--- config.mk ---
export PLATFORM = sky130hd
export DESIGN_NAME = sync_fifo_param
export DESIGN_NICKNAME = d
export VERILOG_FILES = /design/src/rtl/sync_fifo_param.sv
export SDC_FILE = /design/constraint.sdc
export NUM_CORES = 1
export LEC_CHECK = 0
export ABC_AREA = 1
export CAP_MARGIN = 20
export CORE_MARGIN = 3
export CORE_UTILIZATION = 60
export DETAILED_ROUTE_END_ITERATION = 8
export GPL_TIMING_DRIVEN = 0
export PLACE_DENSITY = 0.78
export SYNTH_ARGS = -nofsm -noshare
export SYNTH_HDL_FRONTEND = slang
export SYNTH_SLANG_ARGS = --single-unit
--- constraint.sdc ---
create_clock -name clk -period 2.6 [get_ports clk]
set_input_delay 0.52 -clock clk [delete_from_list [all_inputs] [get_ports clk]]
set_output_delay 0.52 -clock clk [all_outputs]
set_load 0.005 [all_outputs]
--- src/rtl/sync_fifo_param.sv ---
// ---------------------------------------------------------------------------
// sync_fifo_param
//   Single-clock FIFO with occupancy count, threshold flags and sticky
//   overflow/underflow error flags.
//
//   Optional build macro: SYNC_FIFO_FWFT_EN
//     defined   -> first-word-fall-through: r_data shows the head word
//                  whenever the FIFO is non-empty, r_valid = !empty_flag.
//     undefined -> standard mode: r_data is registered on an accepted read
//                  and r_valid pulses for the cycle after that edge.
//
//   Ports
//     clk           rising-edge clock
//     rst           asynchronous active-high reset
//     w_en, w_data  write request and data
//     r_en          read request
//     err_clr       synchronous clear of overflow/underflow
//     r_data        read data
//     r_valid       r_data holds a popped (or head) word
//     full_flag     count == DEPTH
//     empty_flag    count == 0
//     almost_full   count >= AFULL_THRESH
//     almost_empty  count <= AEMPTY_THRESH
//     count         words currently stored
//     overflow      sticky: write attempted while full
//     underflow     sticky: read attempted while empty
// ---------------------------------------------------------------------------
module sync_fifo_param #(
    parameter int DATA_WIDTH    = 16,
    parameter int DEPTH         = 16,
    parameter int AFULL_THRESH  = DEPTH - 2,
    parameter int AEMPTY_THRESH = 2
) (
    input  logic                       clk,
    input  logic                       rst,
    input  logic                       w_en,
    input  logic [DATA_WIDTH-1:0]      w_data,
    input  logic                       r_en,
    input  logic                       err_clr,
    output logic [DATA_WIDTH-1:0]      r_data,
    output logic                       r_valid,
    output logic                       full_flag,
    output logic                       empty_flag,
    output logic                       almost_full,
    output logic                       almost_empty,
    output logic [$clog2(DEPTH):0]     count,
    output logic                       overflow,
    output logic                       underflow
);

    localparam int AW = $clog2(DEPTH);

    localparam logic [AW:0] FULL_CNT = (AW + 1)'(DEPTH);
    localparam logic [AW:0] AF_CNT   = (AW + 1)'(AFULL_THRESH);
    localparam logic [AW:0] AE_CNT   = (AW + 1)'(AEMPTY_THRESH);

    logic [DATA_WIDTH-1:0] mem [DEPTH];

    // Pointers carry one wrap bit above the address bits.
    logic [AW:0] wr_ptr;
    logic [AW:0] rd_ptr;

    logic wr_acc;
    logic rd_acc;

    // All status flags decode from the registered count.
    assign full_flag    = (count == FULL_CNT);
    assign empty_flag   = (count == '0);
    assign almost_full  = (count >= AF_CNT);
    assign almost_empty = (count <= AE_CNT);

    assign wr_acc = w_en && !full_flag;
    assign rd_acc = r_en && !empty_flag;

    // Storage is intentionally not reset; the read path never exposes an
    // unwritten location.
    always_ff @(posedge clk) begin
        if (wr_acc) begin
            mem[wr_ptr[AW-1:0]] <= w_data;
        end
    end

    always_ff @(posedge clk or posedge rst) begin
        if (rst) begin
            wr_ptr    <= '0;
            rd_ptr    <= '0;
            count     <= '0;
            overflow  <= 1'b0;
            underflow <= 1'b0;
        end else begin
            if (wr_acc) begin
                wr_ptr <= wr_ptr + 1'b1;
            end
            if (rd_acc) begin
                rd_ptr <= rd_ptr + 1'b1;
            end

            case ({wr_acc, rd_acc})
                2'b10:   count <= count + 1'b1;
                2'b01:   count <= count - 1'b1;
                default: count <= count;
            endcase

            // err_clr wins over a same-cycle error event.
            if (err_clr) begin
                overflow <= 1'b0;
            end else if (w_en && full_flag) begin
                overflow <= 1'b1;
            end

            if (err_clr) begin
                underflow <= 1'b0;
            end else if (r_en && empty_flag) begin
                underflow <= 1'b1;
            end
        end
    end

`ifdef SYNC_FIFO_FWFT_EN
    // Head word is presented combinationally; zero while empty.
    assign r_data  = empty_flag ? '0 : mem[rd_ptr[AW-1:0]];
    assign r_valid = !empty_flag;
`else
    always_ff @(posedge clk or posedge rst) begin
        if (rst) begin
            r_data  <= '0;
            r_valid <= 1'b0;
        end else begin
            r_valid <= rd_acc;
            if (rd_acc) begin
                r_data <= mem[rd_ptr[AW-1:0]];
            end
        end
    end
`endif

endmodule

==> flow_summary_export.csv, run 1 <==
group,metric,value,unit
worst_setup_path,cpPeakStageDelay,0.50,ns
clocking,numCtsBuffers,29,
floorplanning,die_y,150.3,um
pwr,seq_power_share,36.5,%
worst_hold_path,hold_depth,2,
clocking,clockBufferDepth,3,
worst_setup_path,crit_fanout,6,
clocking,insertion_delay,0.56,ns
floorplanning,ios,49,
sta,finalSetupViolations,0,
run_status,outcome,"completed",
final_layout,diodes,0,
pwr,leakage,6.445,nW
worst_setup_path,end_kind,"output pin",
detailed_routing,ant_nets,0,
clocking,cts_tree,"yes",
detailed_routing,viasPerCell,5.626,
global_routing,grt_max_degree,25,
floorplanning,rows,52,
clocking,htreeDepth,1,
placement,dp.final_hpwl,22260,um
sta,rsz0062_at_grt,"true",
sta,fmaxAchievable,402.5,MHz
floorplanning,core-area,0.02036,mm^2
sta,clock_skew,0.01612,ns
yosys,avgSynthCellArea,10.15,um^2
final_layout,drive_gt1_share,9.131,%
worst_setup_path,r2r_setup_slack,0.22,ns
sta,worst_slack,0.1153,ns
clocking,cts_sinks,288,
global_routing,overflow,0,
yosys,yosys_warnings,0,
global_routing,antenna_found_initial,2,
pwr,power,16.22,mW
sta,max-slew-margin-rel,34.28,%
placement,detailedPlace.worstSlack,-0.3275,ns
worst_hold_path,hold_path.class,"reg -> reg",
worst_setup_path,crit_arrival,1.96,ns
sta,worst_slew_pin_slew,0.9848,ns
sta,drv_slew,0,
final_layout,finalNetCount,1353,
clocking,clk_pin_slew_worst_paths,0.06,ns
worst_setup_path,cp-start-kind,"flop",
worst_setup_path,path_cells,"nor2_2 > nand4_1 > inv_1 > clkdlybuf4s50_1",
final_layout,final_common_cell,"nand2_1",
detailed_routing,wirelength,33060,um
sta,fin_crit,2.485,ns
worst_setup_path,reg2reg_depth,14,
final_layout,area_growth,16.96,%
pwr,comb_power_share,37.5,%
clocking,cts-root-buf,"clkbuf_16",
detailed_routing,vias,9098,
floorplanning,die_area,0.02259,mm^2
pwr,cellPowerDensity,1110,mW/mm^2
detailed_routing,dr.pass1.iters,8,
yosys,synth.distinct_cells,23,
yosys,syn-num-nets,1260,
detailed_routing,wl_per_cell,20.44,um
placement,place.gp.congestion,0.9115,
global_routing,grt_pass1_vias,8725,
floorplanning,start_util,61.34,%
final_layout,fill_cells,1412,
pwr,p_int,10.02,mW
pwr,vdd_ir_drop_max,0.7566,mV
global_routing,grt_pass1_wl,49400,um
detailed_routing,drc,0,
floorplanning,die-width,150.3,um
global_routing,grt_use_total,29.60,%
worst_setup_path,path_class,"reg -> out",
final_layout,layout_common_cells,"417 x nand2_1, 256 x edfxtp_1, 217 x inv_1, 200 x nand3_1, 48 x clkdlybuf4s50_1",
yosys,syn_area,0.01249,mm^2
yosys,ys_seq_elements,288,
sta,finalHoldViolCount,0,
job,max-cap-violations,0,
sta,finalCritPeriodShare,95.56,%
yosys,yosysSeqAreaShare,67.95,%
pwr,power_switching,6.207,mW
yosys,synthCells,1231,
detailed_routing,first_iter_violations,1352,
pwr,power_frac_clock,26.0,%
placement,io_buffers,48,
worst_setup_path,slowest_stage,"clkdlybuf4s50_1",
pwr,swShare,38.26,%
worst_setup_path,crit_required,2.08,ns
per-stage QoR:
| step | hold WS, ns | setup TNS, ns | instances | util (%) | instance area (um^2) |
|---|---|---|---|---|---|
| 2_1_floorplan | 0.4724 | 0 | 1231 | - | 12490 |
| 3_3_place_gp | 0.4611 | -168.26 | 1549 | 65.36 | 13310 |
| 3_5_place_dp | 0.4644 | -5.228 | 1564 | 66.95 | 13630 |
| 4_1_cts | 0.4808 | 0 | 1618 | 71.73 | 14610 |
| 5_1_grt | 0.4936 | -0.006025 | 1617 | 71.74 | 14610 |
| 6_report | 0.4752 | 0 | 1617 | 71.74 | 14610 |
flip-flops by register name, indices dropped and copies added (netlist names):
register   count
rd_ptr         4
overflow       1
r_data        16
wr_ptr         4
mem          256
r_valid        1
underflow      1
count          5
logic make-up (layout without fill, tap and decap cells):
logic type | Yosys count | after routing | synth area share (%)
xor+xnor | 10 | 10 | 0.7012
simple gates | 641 | 641 | 21.34
flops | 288 | 288 | 67.95
buf+inv | 274 | 390 | 8.744
compound gates | 10 | 10 | 0.4608
fa+ha+maj | 8 | 8 | 0.8013
area by class of cell:
type	instances	area, um^2	share of cell area, %
Clock buffer	33	750.7	5.138
Tap cell	270	337.8	2.312
Inverter	219	822.0	5.626
Buffer	54	265.3	1.816
Clock inverter	21	217.7	1.490
Sequential cell	288	8488	58.10
Multi-Input combinational cell	669	2964	20.29
Timing Repair Buffer	63	764.5	5.232
repair_timing:
action | in CTS | in global routing
setup endpoints to repair | 1 | 19
resized for setup | 1 | 2
buffers inserted | 0 | 0
pin swaps | 0 | 0
hold buffers | 0 | 0
routing by layer:
layer / part of all wire, % / track usage [%] / up-vias
li1: - / - / 4131
met3: 11 / 7.676 / 128
met5: 0.070 / 0 / -
met1: 37 / 39.12 / 4282
met2: 47 / 46.98 / 553
met4: 4.5 / 12.49 / 4
cells in the mapped netlist:
cell	instances	share of area [%]
buf_2	39	1.6
inv_2	2	0.060
o21ai_0	5	0.20
ha_1	8	0.80
nand3_1	200	8.0
nand2_1	417	13
nor2_1	20	0.60
a211oi_1	1	0.060
buf_1	5	0.15
nand2_2	1	0.050
xor2_1	8	0.56
o31ai_1	1	0.060
xnor2_1	2	0.14
edfxtp_1	256	62
inv_1	217	6.5
nand4_1	2	0.10
a21boi_0	1	0.060
buf_4	2	0.12
a21oi_1	2	0.080
dfrtp_1	32	6.4
clkbuf_1	8	0.24
nor2_2	1	0.050
buf_6	1	0.090
final timing paths:
kind / startpoint / endpoint
min in group asynchronous: rst / r_data[14]$_DFFE_PP0P_
worst min-delay path: r_data[6]$_DFFE_PP0P_ / r_data[6]$_DFFE_PP0P_
max in group asynchronous: rst / rd_ptr[2]$_DFFE_PP0P_
worst max-delay path: count[2]$_DFFE_PP0P_ / empty_flag
worst max register to register: count[1]$_DFFE_PP0P_ / count[4]$_DFFE_PP0P_
worst min register to register: r_data[6]$_DFFE_PP0P_ / r_data[6]$_DFFE_PP0P_
critical path: cells and delay by family (launching register included):
kind | cells | cell delay (ns)
and+or+nand+nor | 2 | 0.35
buffers and inverters | 2 | 0.62
DFF | 1 | 0.44
power by group through the flow:
stage          sequential, mW  clock [mW]  combinational [mW]
3_3_place_gp             6.00           0                5.56
6_report                 5.92        4.22                6.09
5_1_grt                  5.97        4.43                6.56
2_1_floorplan            5.98           0                3.42
4_1_cts                  5.92        4.23                5.89
3_5_place_dp             6.01           0                5.84
Power figures use the tool's default switching activity.
==> run 2, diff against run 1 <==
--- a/config.mk
+++ b/config.mk
@@ -8,10 +8,10 @@
 export ABC_AREA = 1
 export CAP_MARGIN = 20
 export CORE_MARGIN = 3
-export CORE_UTILIZATION = 60
+export CORE_UTILIZATION = 59
 export DETAILED_ROUTE_END_ITERATION = 8
 export GPL_TIMING_DRIVEN = 0
-export PLACE_DENSITY = 0.78
+export PLACE_DENSITY = 0.77
 export SYNTH_ARGS = -nofsm -noshare
 export SYNTH_HDL_FRONTEND = slang
 export SYNTH_SLANG_ARGS = --single-unit
==> run 2 against run 1 <==
  * Clock power is 8.8% lower
  * Setup slack improved by 0.0046 ns
  * Hold slack lost 0.052 ns
  * Sequential share of layout area increased by 0.79 points
  * Utilization shrank 1.4 points
  * Largest power group unchanged
  * Combinational power down 1%
  * Wire length shrank 2.5%
  * Die area is 1.6% higher
  * Sequential power about the same
==> flow_summary_export.csv, run 2 (same netlist as run 1, synthesis figures left out) <==
group,metric,value,unit
final_layout,instances_no_fill,1611,
detailed_routing,drc,0,
final_layout,final_common_cell,"nand2_1",
job,max-cap-violations,0,
final_layout,area_growth,15.39,%
detailed_routing,drt-met1-wl,11410,um
detailed_routing,viasPerCell,5.593,
clocking,insertion_delay,0.55,ns
final_layout,multi_input_area,0.002954,mm^2
floorplanning,start_util,60.95,%
pwr,comb_power_share,38.1,%
worst_setup_path,crit_arrival,1.96,ns
detailed_routing,dr.pass1.iters,7,
pwr,p_int,9.739,mW
sta,fin_crit,2.480,ns
pwr,vdd_ir_drop_max,0.7230,mV
detailed_routing,dr.max_layer_used,"met4",
clocking,cts_sinks,288,
detailed_routing,wl_met2,15220,um
final_layout,drive_gt1_share,8.054,%
sta,fmaxAchievable,403.2,MHz
pwr,leakage,6.354,nW
final_layout,fill_cells,1431,
worst_setup_path,end_kind,"output pin",
pwr,power_switching,6.050,mW
placement,place.gp.congestion,0.9489,
pwr,seq_power_share,37.5,%
global_routing,antenna_found_initial,0,
detailed_routing,first_iter_violations,1104,
final_layout,largest_reg_flops,256,
final_layout,diodes,0,
clocking,hold_buffers,0,
global_routing,grt_pass1_wl,48220,um
clocking,htreeDepth,1,
sta,fin_setup_tns,0,ns
worst_hold_path,hold_path.class,"in -> async",
clocking,clockBufferDepth,3,
detailed_routing,vias,9011,
floorplanning,die_y,151.5,um
clocking,clk_pin_slew_worst_paths,0.06,ns
sta,finalCritPeriodShare,95.39,%
final_layout,layout_common_cells,"417 x nand2_1, 256 x edfxtp_1, 217 x inv_1, 200 x nand3_1, 48 x clkdlybuf4s50_1",
worst_setup_path,crit_fanout,6,
clocking,cts_tree,"yes",
worst_setup_path,crit_start,"count[2]$_DFFE_PP0P_",
clocking,cts-root-buf,"clkbuf_16",
pwr,power_frac_clock,24.4,%
floorplanning,die-width,151.5,um
placement,placedCellCount,1563,
detailed_routing,wl_per_cell,20.01,um
floorplanning,core-area,0.02049,mm^2
global_routing,grt_pass1_vias,8537,
clocking,numCtsBuffers,28,
floorplanning,rows,52,
final_layout,finalNetCount,1351,
pwr,cellPowerDensity,1095,mW/mm^2
final_layout,regArea,0.008488,mm^2
sta,worst_slew_pin_slew,0.9961,ns
sta,drv_slew,0,
global_routing,overflow,0,
sta,max-slew-margin-rel,33.52,%
worst_setup_path,path_class,"reg -> out",
global_routing,grt_max_degree,19,
sta,finalHoldViolCount,0,
placement,dp.final_hpwl,21560,um
worst_setup_path,crit_required,2.08,ns
detailed_routing,wirelength,32240,um
detailed_routing,ant_nets,0,
floorplanning,ios,49,
sta,clock_skew,0.01110,ns
sta,finalSetupViolations,0,
worst_setup_path,cp-start-kind,"flop",
detailed_routing,met3_length,4211,um
pwr,swShare,38.32,%
run_status,outcome,"completed",
worst_setup_path,regToRegStartpoint,"count[1]$_DFFE_PP0P_",
placement,io_buffers,48,
global_routing,grt_use_total,28.50,%
floorplanning,die_area,0.02296,mm^2
sta,rsz0062_at_grt,"false",
[run 2: final timing paths]
path                       slack [ns]  cells after the start               endpoint
max                              0.12                      4             empty_flag
min in group clk                 0.47                      2  r_data[6]$_DFFE_PP0P_
min                              0.42                      2      r_valid$_DFF_PP0_
min reg2reg                      0.47                      2  r_data[6]$_DFFE_PP0P_
max in group asynchronous        1.61                      3  r_data[4]$_DFFE_PP0P_
max reg2reg                      0.16                      7   mem[1][13]$_DFFE_PP_
[run 2: what timing repair did]
action,in CTS,in global routing
endpoints found under the hold margin,0,0
cloned,0,0
gates resized for setup,1,3
endpoints found under the setup margin,1,3
buffers inserted,0,0
[run 2: through the flow]
| step | power (mW) | hold WS [ns] | util, % | setup WS (ns) | instance area [um^2] |
|---|---|---|---|---|---|
| after detailed placement | 11.81 | 0.4638 | 66.13 | -0.3202 | 13550 |
| after global routing | 16.53 | 0.4832 | 70.34 | 0.01132 | 14420 |
| after global placement | 11.54 | 0.4613 | 64.95 | -0.7705 | 13310 |
| final | 15.79 | 0.4236 | 70.34 | 0.1199 | 14420 |
| after CTS | 15.62 | 0.4343 | 70.34 | 0.02937 | 14420 |
| after floorplan | 9.405 | 0.4724 | - | 0.4134 | 12490 |
[run 2: worst max-delay path: stages (launching register included)]
cell             delay, ns
dfrtp_1               0.44
nor2_2                0.18
nand4_1               0.18
inv_1                 0.11
clkdlybuf4s50_1       0.50
[run 2: layout make-up]
type | count | area share [%]
timing repair buffer | 62 | 4.774
clock buffer | 39 | 5.295
clock inverter | 10 | 0.6510
buffer | 54 | 1.840
sequential | 288 | 58.88
multi-input combinational | 669 | 20.49
tap | 270 | 2.344
inverter | 219 | 5.720
[run 2: layer usage]
metal / vias to the layer above / track usage, %
met5: - / 0
met4: 0 / 11.77
met3: 85 / 5.770
met2: 634 / 46.65
met1: 4172 / 37.69
li1: 4120 / -
[run 2: power groups by stage]
stage          clock network (mW)  registers (mW)  logic, mW
6_report                     3.85            5.93       6.02
5_1_grt                      4.04            5.97       6.51
4_1_cts                      3.85            5.92       5.85
3_5_place_dp                    0            6.01       5.80
3_3_place_gp                    0            6.01       5.53
2_1_floorplan                   0            5.98       3.42
==> run 3, diff against run 2 <==
--- a/config.mk
+++ b/config.mk
@@ -5,13 +5,14 @@
 export SDC_FILE = /design/constraint.sdc
 export NUM_CORES = 1
 export LEC_CHECK = 0
-export ABC_AREA = 1
 export CAP_MARGIN = 20
 export CORE_MARGIN = 3
 export CORE_UTILIZATION = 59
 export DETAILED_ROUTE_END_ITERATION = 8
 export GPL_TIMING_DRIVEN = 0
+export HOLD_SLACK_MARGIN = 0.1
 export PLACE_DENSITY = 0.77
+export SKIP_LAST_GASP = 1
 export SYNTH_ARGS = -nofsm -noshare
 export SYNTH_HDL_FRONTEND = slang
 export SYNTH_SLANG_ARGS = --single-unit
==> run 3 against run 2 <==
  * The flow now finishes with violations (negative setup slack)
  * First-iteration DRC count down 39%
  * Combinational power down 21%
  * Register-to-register slack worse by 0.08 ns
  * Clock skew up 0.0029 ns
  * Largest cell class unchanged
==> flow_summary_export.csv, run 3 <==
group,metric,value,unit
final_layout,layout_common_cells,"256 x edfxtp_1, 64 x mux4_2, 46 x clkdlybuf4s50_1, 30 x dfrtp_1, 28 x clkbuf_16",
floorplanning,core-area,0.01839,mm^2
global_routing,grt_pass1_wl,36230,um
yosys,syn-num-nets,563,
yosys,yosysSeqAreaShare,75.29,%
detailed_routing,wirelength,23980,um
final_layout,utilization,73.46,%
worst_hold_path,hold_path.class,"in -> async",
clocking,clockBufferDepth,3,
worst_setup_path,critical_path.top_delay_family,"buffers and inverters",
clocking,htreeDepth,1,
detailed_routing,ant_nets,0,
yosys,yosysMostFrequentCell,"edfxtp_1",
sta,drv_slew,0,
floorplanning,rows,49,
clocking,cts_tree,"yes",
pwr,p_int,10.68,mW
floorplanning,start_util,61.30,%
worst_setup_path,regToRegStartpoint,"count[2]$_DFFE_PP0P_",
final_layout,area_growth,19.84,%
worst_setup_path,r2r-end,"count[2]$_DFFE_PP0P_",
worst_setup_path,crit_start,"count[0]$_DFFE_PP0P_",
sta,worst_slew_pin_slew,0.9210,ns
run_status,outcome,"finished, violations left",
floorplanning,die_y,144.2,um
yosys,synth_common_cells,"256 x edfxtp_1, 64 x mux4_2, 32 x dfrtp_1",
worst_setup_path,crit_fanout,8,
worst_setup_path,crit_arrival,2.09,ns
worst_setup_path,reg2reg_depth,11,
pwr,power_frac_clock,28.9,%
placement,detailedPlace.worstSlack,-0.4846,ns
worst_setup_path,crit_cells,4,
sta,fin_crit,2.613,ns
pwr,vdd_ir_drop_max,0.6466,mV
sta,finalSetupViolations,1,
sta,max-slew-margin-rel,38.53,%
worst_setup_path,cpPeakStageDelay,0.50,ns
detailed_routing,dr.pass1.iters,5,
worst_setup_path,crit_required,2.08,ns
yosys,async_reset_ff_share,11.11,%
clocking,cts-root-buf,"clkbuf_16",
pwr,cellPowerDensity,1118,mW/mm^2
detailed_routing,first_iter_violations,676,
sta,clock_skew,0.01401,ns
global_routing,grt_pass1_vias,5972,
detailed_routing,drc,0,
yosys,synth_area_leaders,"edfxtp_1 68%, mux4_2 13%, dfrtp_1 7.1%",
sta,worst_slack,-0.01255,ns
detailed_routing,viasPerCell,6.490,
job,max-cap-violations,0,
placement,place.gp.congestion,0.7513,
clocking,hold_buffers,0,
final_layout,multi_input_area,0.002699,mm^2
final_layout,drive_gt1_share,33.28,%
yosys,synth_ff_type,"edfxtp_1",
clocking,clk_pin_slew_worst_paths,0.07,ns
floorplanning,die_area,0.02080,mm^2
sta,finalCritPeriodShare,100.5,%
final_layout,regArea,0.008491,mm^2
clocking,cts_sinks,288,
global_routing,grt_use_total,23.87,%
worst_setup_path,cp-start-kind,"flop",
placement,dp.final_hpwl,14310,um
worst_setup_path,r2r_setup_slack,0.08,ns
detailed_routing,vias,5737,
clocking,insertion_delay,0.55,ns
worst_setup_path,slowest_stage,"clkdlybuf4s50_1",
final_layout,fill_cells,1020,
final_layout,largest_reg_flops,256,
sta,finalHoldViolCount,0,
pwr,seq_power_share,39.8,%
floorplanning,die-width,144.2,um
run_status,violations,"negative setup slack",
worst_setup_path,critPathBufInv,2,
yosys,avgSynthCellArea,21.11,um^2
yosys,yosys_warnings,0,
worst_setup_path,end_kind,"output pin",
pwr,swShare,29.34,%
pwr,power_switching,4.434,mW
pwr,power,15.11,mW
yosys,synth_area_leader_cell,"edfxtp_1",
sta,fmaxAchievable,382.8,MHz
yosys,synthCells,534,
yosys,synth_edf_count,256,
global_routing,overflow,0,
yosys,netlist.area_leader.share,68.18,%
final_layout,final_common_cell,"edfxtp_1",
detailed_routing,wl_per_cell,27.12,um
global_routing,grt_max_degree,21,
worst_setup_path,cp-endpoint,"full_flag",
yosys,ys_seq_elements,288,
worst_setup_path,path_cells,"clkbuf_2 > nor2_2 > and3_1 > clkdlybuf4s50_1",
placement,io_buffers,48,
yosys,synth.distinct_cells,39,
floorplanning,ios,49,
worst_setup_path,path_class,"reg -> out",
final_layout,finalNetCount,662,
pwr,comb_power_share,31.3,%
clocking,numCtsBuffers,28,
pwr,leakage,4.450,nW
global_routing,antenna_found_initial,0,
final_layout,diodes,0,
sta,rsz0062_at_grt,"true",
yosys,syn_area,0.01127,mm^2
## run 3: area by class of cell
cell class              count  area share [%]
clock inverters            21           2.176
plain buffers              28           1.278
inverters                   5          0.1389
well taps                 229           2.121
repair buffers             72           6.204
multi-input cells         210           19.97
clock buffers              31           5.269
flip-flops and latches    288           62.84
## run 3: worst min-delay path by stage
| stage | depth (start not counted) | end | slack [ns] | start |
|---|---|---|---|---|
| 4_1_cts | 2 | r_data[14]$_DFFE_PP0P_ | 0.51 | rst |
| 3_5_place_dp | 2 | overflow$_DFFE_PP0P_ | 0.50 | overflow$_DFFE_PP0P_ |
| 3_3_place_gp | 2 | underflow$_DFFE_PP0P_ | 0.48 | underflow$_DFFE_PP0P_ |
| 6_report | 2 | r_data[14]$_DFFE_PP0P_ | 0.48 | rst |
| 2_1_floorplan | 2 | overflow$_DFFE_PP0P_ | 0.49 | overflow$_DFFE_PP0P_ |
| 5_1_grt | 2 | overflow$_DFFE_PP0P_ | 0.54 | overflow$_DFFE_PP0P_ |
## run 3: what timing repair did
item                                    CTS  global route
buffers inserted                          4             6
resized for setup                        10             7
gates cloned                              1             0
endpoints found under the setup margin   83            36
pin swaps                                 5            10
## run 3: power groups by stage
stage | logic [mW] | clock network, mW | registers [mW]
final | 4.73 | 4.37 | 6.01
after global routing | 5.04 | 4.58 | 6.06
after floorplan | 3.00 | 0 | 6.01
after CTS | 4.68 | 4.42 | 6.00
after global placement | 4.28 | 0 | 6.04
after detailed placement | 4.56 | 0 | 6.08
## run 3: stage by stage
| step | std cells | hold slack, ns | setup TNS (ns) | cell area [um^2] |
|---|---|---|---|---|
| global placement | 811 | 0.4843 | -205.94 | 12090 |
| detailed placement | 824 | 0.5019 | -34.45 | 12340 |
| finish | 884 | 0.4778 | -0.01255 | 13510 |
| CTS | 880 | 0.5072 | -0.05343 | 13440 |
| global route | 884 | 0.5428 | -0.2005 | 13510 |
| floorplan | 534 | 0.4859 | -0.05134 | 11320 |
## run 3: worst reg2reg max path: stages (launching register included)
cell and delay [ns]:
dfrtp_1 0.39, buf_6 0.13, or3_4 0.42, o31a_1 0.36, ha_4 0.20, xor2_2 0.14
ha_2 0.19, buf_6 0.11, a21oi_2 0.11, xor2_1 0.15, nor2_1 0.07, xor2_1 0.14
## run 3: kinds of logic after synthesis
logic type               synth area share, %
flip-flops                             75.29
multiplexers                           14.58
AO/OA/AOI/OAI                          4.550
AND/OR/NAND/NOR                        1.898
buffers and inverters                  1.864
XOR/XNOR                              0.9322
adder cells (fa/ha/maj)               0.8878
## run 3: routing by layer
metal / up-vias / GRT usage [%] / part of all wire (%)
li1: 2408 / - / -
met1: 2968 / 34.23 / 38
met2: 300 / 38.46 / 50
met3: 61 / 3.439 / 8.0
met4: 0 / 8.640 / 3.5
met5: - / 0 / 0
